## src/rtl/uart_alu_ctrl.sv

```systemverilog
// rtl/uart_alu_ctrl.sv - UART command sequencer driving a combinational ALU
module uart_alu_ctrl #(
  parameter int NB_DATA        = 8,
  parameter int NB_OP          = 6,
  parameter int TIMEOUT_CYCLES = 1000
) (
  input  logic               clk,
  input  logic               i_rst_n,
  input  logic [NB_DATA-1:0] i_rx_data,
  input  logic               i_rx_done,
  input  logic [NB_DATA-1:0] i_alu_result,
  input  logic               i_tx_done,
  output logic [NB_DATA-1:0] o_alu_datoA,
  output logic [NB_DATA-1:0] o_alu_datoB,
  output logic [NB_OP-1:0]   o_alu_op,
  output logic               o_alu_valid,
  output logic [NB_DATA-1:0] o_tx_data,
  output logic               o_tx_start,
  output logic               o_busy,
  output logic               o_err
);

  localparam int NB_CNT = $clog2(TIMEOUT_CYCLES);
  localparam logic [NB_CNT-1:0] CNT_LAST = NB_CNT'(TIMEOUT_CYCLES - 1);

  localparam logic [NB_DATA-1:0] HDR_LOAD_A  = NB_DATA'(8'hA1);
  localparam logic [NB_DATA-1:0] HDR_LOAD_B  = NB_DATA'(8'hB2);
  localparam logic [NB_DATA-1:0] HDR_LOAD_OP = NB_DATA'(8'hC3);
  localparam logic [NB_DATA-1:0] HDR_RUN     = NB_DATA'(8'hD4);

  localparam logic [2:0] IDLE         = 3'd0;
  localparam logic [2:0] WAIT_PAYLOAD = 3'd1;
  localparam logic [2:0] EXEC         = 3'd2;
  localparam logic [2:0] TX_START     = 3'd3;
  localparam logic [2:0] TX_WAIT      = 3'd4;

  logic [2:0]         state;
  logic [NB_DATA-1:0] header;
  logic [NB_CNT-1:0]  cnt;

  // Strobes decode straight from state so an async reset clears them at once.
  assign o_alu_valid = (state == EXEC);
  assign o_tx_start  = (state == TX_START);
  assign o_busy      = (state == EXEC) || (state == TX_START) || (state == TX_WAIT);

  always_ff @(posedge clk or negedge i_rst_n) begin
    if (!i_rst_n) begin
      state       <= IDLE;
      header      <= '0;
      cnt         <= '0;
      o_alu_datoA <= '0;
      o_alu_datoB <= '0;
      o_alu_op    <= '0;
      o_tx_data   <= '0;
      o_err       <= 1'b0;
    end else begin
      o_err <= 1'b0;
      case (state)
        IDLE: begin
          cnt <= '0;
          if (i_rx_done) begin
            if (i_rx_data == HDR_LOAD_A || i_rx_data == HDR_LOAD_B ||
                i_rx_data == HDR_LOAD_OP) begin
              header <= i_rx_data;
              state  <= WAIT_PAYLOAD;
            end else if (i_rx_data == HDR_RUN) begin
              state <= EXEC;
            end else begin
              o_err <= 1'b1;
            end
          end
        end
        WAIT_PAYLOAD: begin
          // A byte arriving on the final counted cycle still loads.
          if (i_rx_done) begin
            if (header == HDR_LOAD_A)
              o_alu_datoA <= i_rx_data;
            else if (header == HDR_LOAD_B)
              o_alu_datoB <= i_rx_data;
            else
              o_alu_op <= i_rx_data[NB_OP-1:0];
            state <= IDLE;
          end else if (cnt == CNT_LAST) begin
            o_err <= 1'b1;
            state <= IDLE;
          end else begin
            cnt <= cnt + 1'b1;
          end
        end
        EXEC: begin
          o_tx_data <= i_alu_result;
          o_err     <= i_rx_done;
          state     <= TX_START;
        end
        TX_START: begin
          o_err <= i_rx_done;
          state <= TX_WAIT;
        end
        TX_WAIT: begin
          o_err <= i_rx_done;
          if (i_tx_done)
            state <= IDLE;
        end
        default: state <= IDLE;
      endcase
    end
  end

endmodule

```

## config.mk

```make
export PLATFORM = sky130hd
export DESIGN_NAME = uart_alu_ctrl
export DESIGN_NICKNAME = d
export VERILOG_FILES = /design/src/rtl/uart_alu_ctrl.sv
export SDC_FILE = /design/constraint.sdc
export NUM_CORES = 1
export LEC_CHECK = 0
export BUFFER_PORTS_ARGS = -buffer_cell sky130_fd_sc_hd__buf_2
export CORE_MARGIN = 3
export CORE_UTILIZATION = 23
export DETAILED_ROUTE_END_ITERATION = 16
export REMOVE_ABC_BUFFERS = 1
export SLEW_MARGIN = 20
export SYNTH_ARGS = -nofsm -noshare
export SYNTH_HDL_FRONTEND = slang
export SYNTH_SLANG_ARGS = --single-unit
```

## constraint.sdc

```tcl
create_clock -name clk -period 2.5 [get_ports clk]
set_clock_uncertainty 0.15 [all_clocks]
set_input_delay 0.625 -clock clk [delete_from_list [all_inputs] [get_ports clk]]
set_output_delay 0.625 -clock clk [all_outputs]
set_load 0.03 [all_outputs]
```

==> results.md <==
- Maximum clock insertion buffer count: 2
- Die H: approximately 110 um
- Status: completed
- PwrDens: 913.8 nW/um^2
- Post-route cell area: roughly 3000 sq um
- Fin Setup TNS: 0 ns
- WL per Instance: between 10 and 15 um
- Clock latency on the worst-skew pair: approximately 0.32 ns
- IO buf count: 53
- Share of layout cells above drive strength 1: 46.42%
- Worst-margin pin slew: around 0.58 ns
- Worst vdd ir: 468.5 uV
- # DRC: 0
- Core Region: approximately 10000 sq um
- Async SR Flop Fraction: 100.0%
- GRT Util Overall: between 10% and 20%
- Area grow syn2layout: 26.42%
- CTS Hold Buffers Added: 0
- Initial antenna violation count: 0
- Largest stage delay, worst path: roughly 0.48 ns
- Fmax: roughly 440 MHz
- CTS Root Cell: clkbuf_8
- Vias per std cell: between 4 and 5
- Worst Path Max Fanout: 7
- Pre-antenna DRT Iters: 4
- Grt ovf: 0
- CTS tree: built
- Initial Util: ~24%
- H-tree Lvls: 2
- Vias in the first global route: around 1800
- Row Count: 36
- Placer congestion estimate: ~0.74
- Die Width: ~110 um
- Sequential-to-total area share from yosys stat: 54.62%
- Nets: between 200 and 300
- Netlist cell types: 47
- CP Launch Type: flip-flop
- HPWL after detailed placement: 4108 um
- Worst min path class: in -> async
- Final setup violation count: 0
- Finished Core Util: a little under a third
- First-pass GRT wire length: between 9000 and 10000 um
- Total power: 2.752 mW
- Max_cap viols: 0
- Count of flip-flops with a built-in enable after synthesis: 0
- Total Wirelength: approximately 5500 um
- Required @ worst endpoint: around 1.7 ns
- Pins Over Slew Limit: 0
- Final WS setup: ~0.22 ns
- Shortest period the worst path allows: about 2.3 ns
- Via count: between 1500 and 2000
- Largest net degree at the start of global routing: 53
- RSZ-0062 raised after global routing: false
- Avg Cell Area, Syn: 12.34 sq um
- Post-synthesis instance total: 193
- Top FF cell, synth: dfrtp_1
- Worst setup EP type: output port
- Warnings from Yosys: 0
- Area after DPL: roughly 2900 sq um
- Crit path DAT: ~1.5 ns
- CTS sink count: 52
- Total CTS buffers: 5
- Fillers: 1029
- Setup WS pre-CTS: about 0.038 ns
- Path type of the worst setup path: reg -> out
- Cell Chain, Critical Path: and2b_1, and2_1, buf_2
- P_leak: about 1.4 nW
- Clock transition at path regs: 0.09 ns
- Diodes inserted: 0
- Post-CTS Setup Inserts: 0
- Slew HR: 61.02%
- Antenna-violating nets left: 0
- I/O pin count: 54
- Flop and latch count out of synthesis: between 50 and 60
- # resized after CTS: 0
- Drt initial violations: a little under 90
- Hold Fails Final Rpt: 0
- Die Area: around 12000 sq um
- Final period util: ~90%
- Critical-path top delay cell: dfrtp_1
- Area of the mapped netlist: approximately 2400 sq um
## cells by family after synthesis
family / count (synthesis) / share of synthesized area (%)
mux: 35 / 16.49
flops: 52 / 54.62
fa+ha+maj: 1 / 0.5251
compound gates: 33 / 10.35
simple gates: 58 / 15.28
xor+xnor: 2 / 0.7354
buf+inv: 12 / 1.996
## per-layer routing
metal	track usage, %	vias to the layer above	share of wire, %
li1	-	855	-
met1	13.17	857	45
met2	16.39	30	50
met3	2.819	5	3.0
met4	3.517	0	1.7
met5	0	-	0
## synthesized netlist by cell type (2+ instances only)
| cell | count | area [sq um] |
|---|---|---|
| and4_1 | 3 | 26.28 |
| or3_1 | 2 | 12.51 |
| a21oi_1 | 6 | 30.03 |
| clkbuf_1 | 3 | 11.26 |
| a31oi_1 | 3 | 18.77 |
| xnor2_1 | 2 | 17.52 |
| inv_1 | 7 | 26.28 |
| a211o_1 | 2 | 17.52 |
| buf_2 | 2 | 10.01 |
| nor4bb_1 | 3 | 30.03 |
| dfrtp_1 | 52 | 1301 |
| or3b_2 | 2 | 17.52 |
| or2_2 | 2 | 12.51 |
| nand3b_1 | 2 | 15.01 |
| nor2b_1 | 2 | 12.51 |
| nand4_1 | 2 | 12.51 |
| nor3b_1 | 2 | 15.01 |
| nand3_1 | 4 | 20.02 |
| mux2_2 | 34 | 382.9 |
| nor2_1 | 6 | 22.52 |
| or4_1 | 2 | 15.01 |
| o41ai_1 | 2 | 17.52 |
| o21ai_0 | 6 | 30.03 |
| o31ai_1 | 3 | 22.52 |
| nor3_1 | 2 | 10.01 |
| nand2_1 | 10 | 37.54 |
| a31o_2 | 2 | 17.52 |
| and2_1 | 5 | 31.28 |
| nor2_2 | 2 | 12.51 |
## worst paths after layout
path                                            start                         end  slack, ns  depth (start not counted)
min in group clk                header[3]$_DFFE_PN0P_       header[3]$_DFFE_PN0P_       0.35                          1
worst min-delay path                          i_rst_n        state[2]$_DFFE_PN0P_       0.13                          2
worst max-delay path             state[2]$_DFFE_PN0P_                  o_tx_start       0.22                          3
worst max register to register   state[2]$_DFFE_PN0P_       header[6]$_DFFE_PN0P_       0.38                          4
worst min register to register  header[3]$_DFFE_PN0P_       header[3]$_DFFE_PN0P_       0.35                          1
max in group asynchronous                     i_rst_n  o_alu_datoB[5]$_DFFE_PN0P_       1.83                          2
## critical path: cells and delay by family, from the launching register on
kind | cells | cell delay [ns]
DFF | 1 | 0.48
and+or+nand+nor | 2 | 0.51
buffers and inverters | 1 | 0.20
## state kept, by name, indices dropped and copies added, names as in the netlist
register and count:
cnt 10, header 8, o_alu_datoA 8, o_alu_datoB 8
o_tx_data 8, o_alu_op 6, state 3, o_err 1
## cell usage in the layout, fill, tap and decap left out, drive strengths merged, types with 4 or more instances in the layout
| cell type | Yosys | routed |
|---|---|---|
| buf | 2 | 69 |
| dfrtp | 52 | 52 |
| mux2 | 34 | 34 |
| nand2 | 10 | 10 |
| inv | 7 | 8 |
| nor2 | 8 | 8 |
| o21ai | 6 | 6 |
| a21oi | 6 | 6 |
| clkbuf | 3 | 6 |
| and2 | 5 | 5 |
| nand3 | 4 | 4 |
## area by class of cell
cell class              count  area [sq um]  area share (%)
clock inverters             2         13.76          0.4570
well taps                 133         166.4           5.526
clock buffers               6         72.57           2.410
repair buffers             69         397.9           13.21
inverters                   7         26.28          0.8725
multi-input cells         129          1033           34.32
flip-flops and latches     52          1301           43.21
## where the power goes
part	switching [mW]	total [mW]	leakage (nW)	internal [mW]
clock network	0.295	0.495	0.0456	0.200
registers	0.101	1.11	0.686	1.01
logic	0.703	1.14	0.709	0.440
total	1.10	2.75	1.44	1.65
## stage by stage
step | cells | hold WS [ns]
floorplan | 188 | 0.1794
global placement | 390 | 0.3263
finish | 398 | 0.1286
global route | 398 | 0.1389
CTS | 398 | 0.1350
detailed placement | 390 | 0.3306
Note: power is estimated with default switching activity, not from simulation.
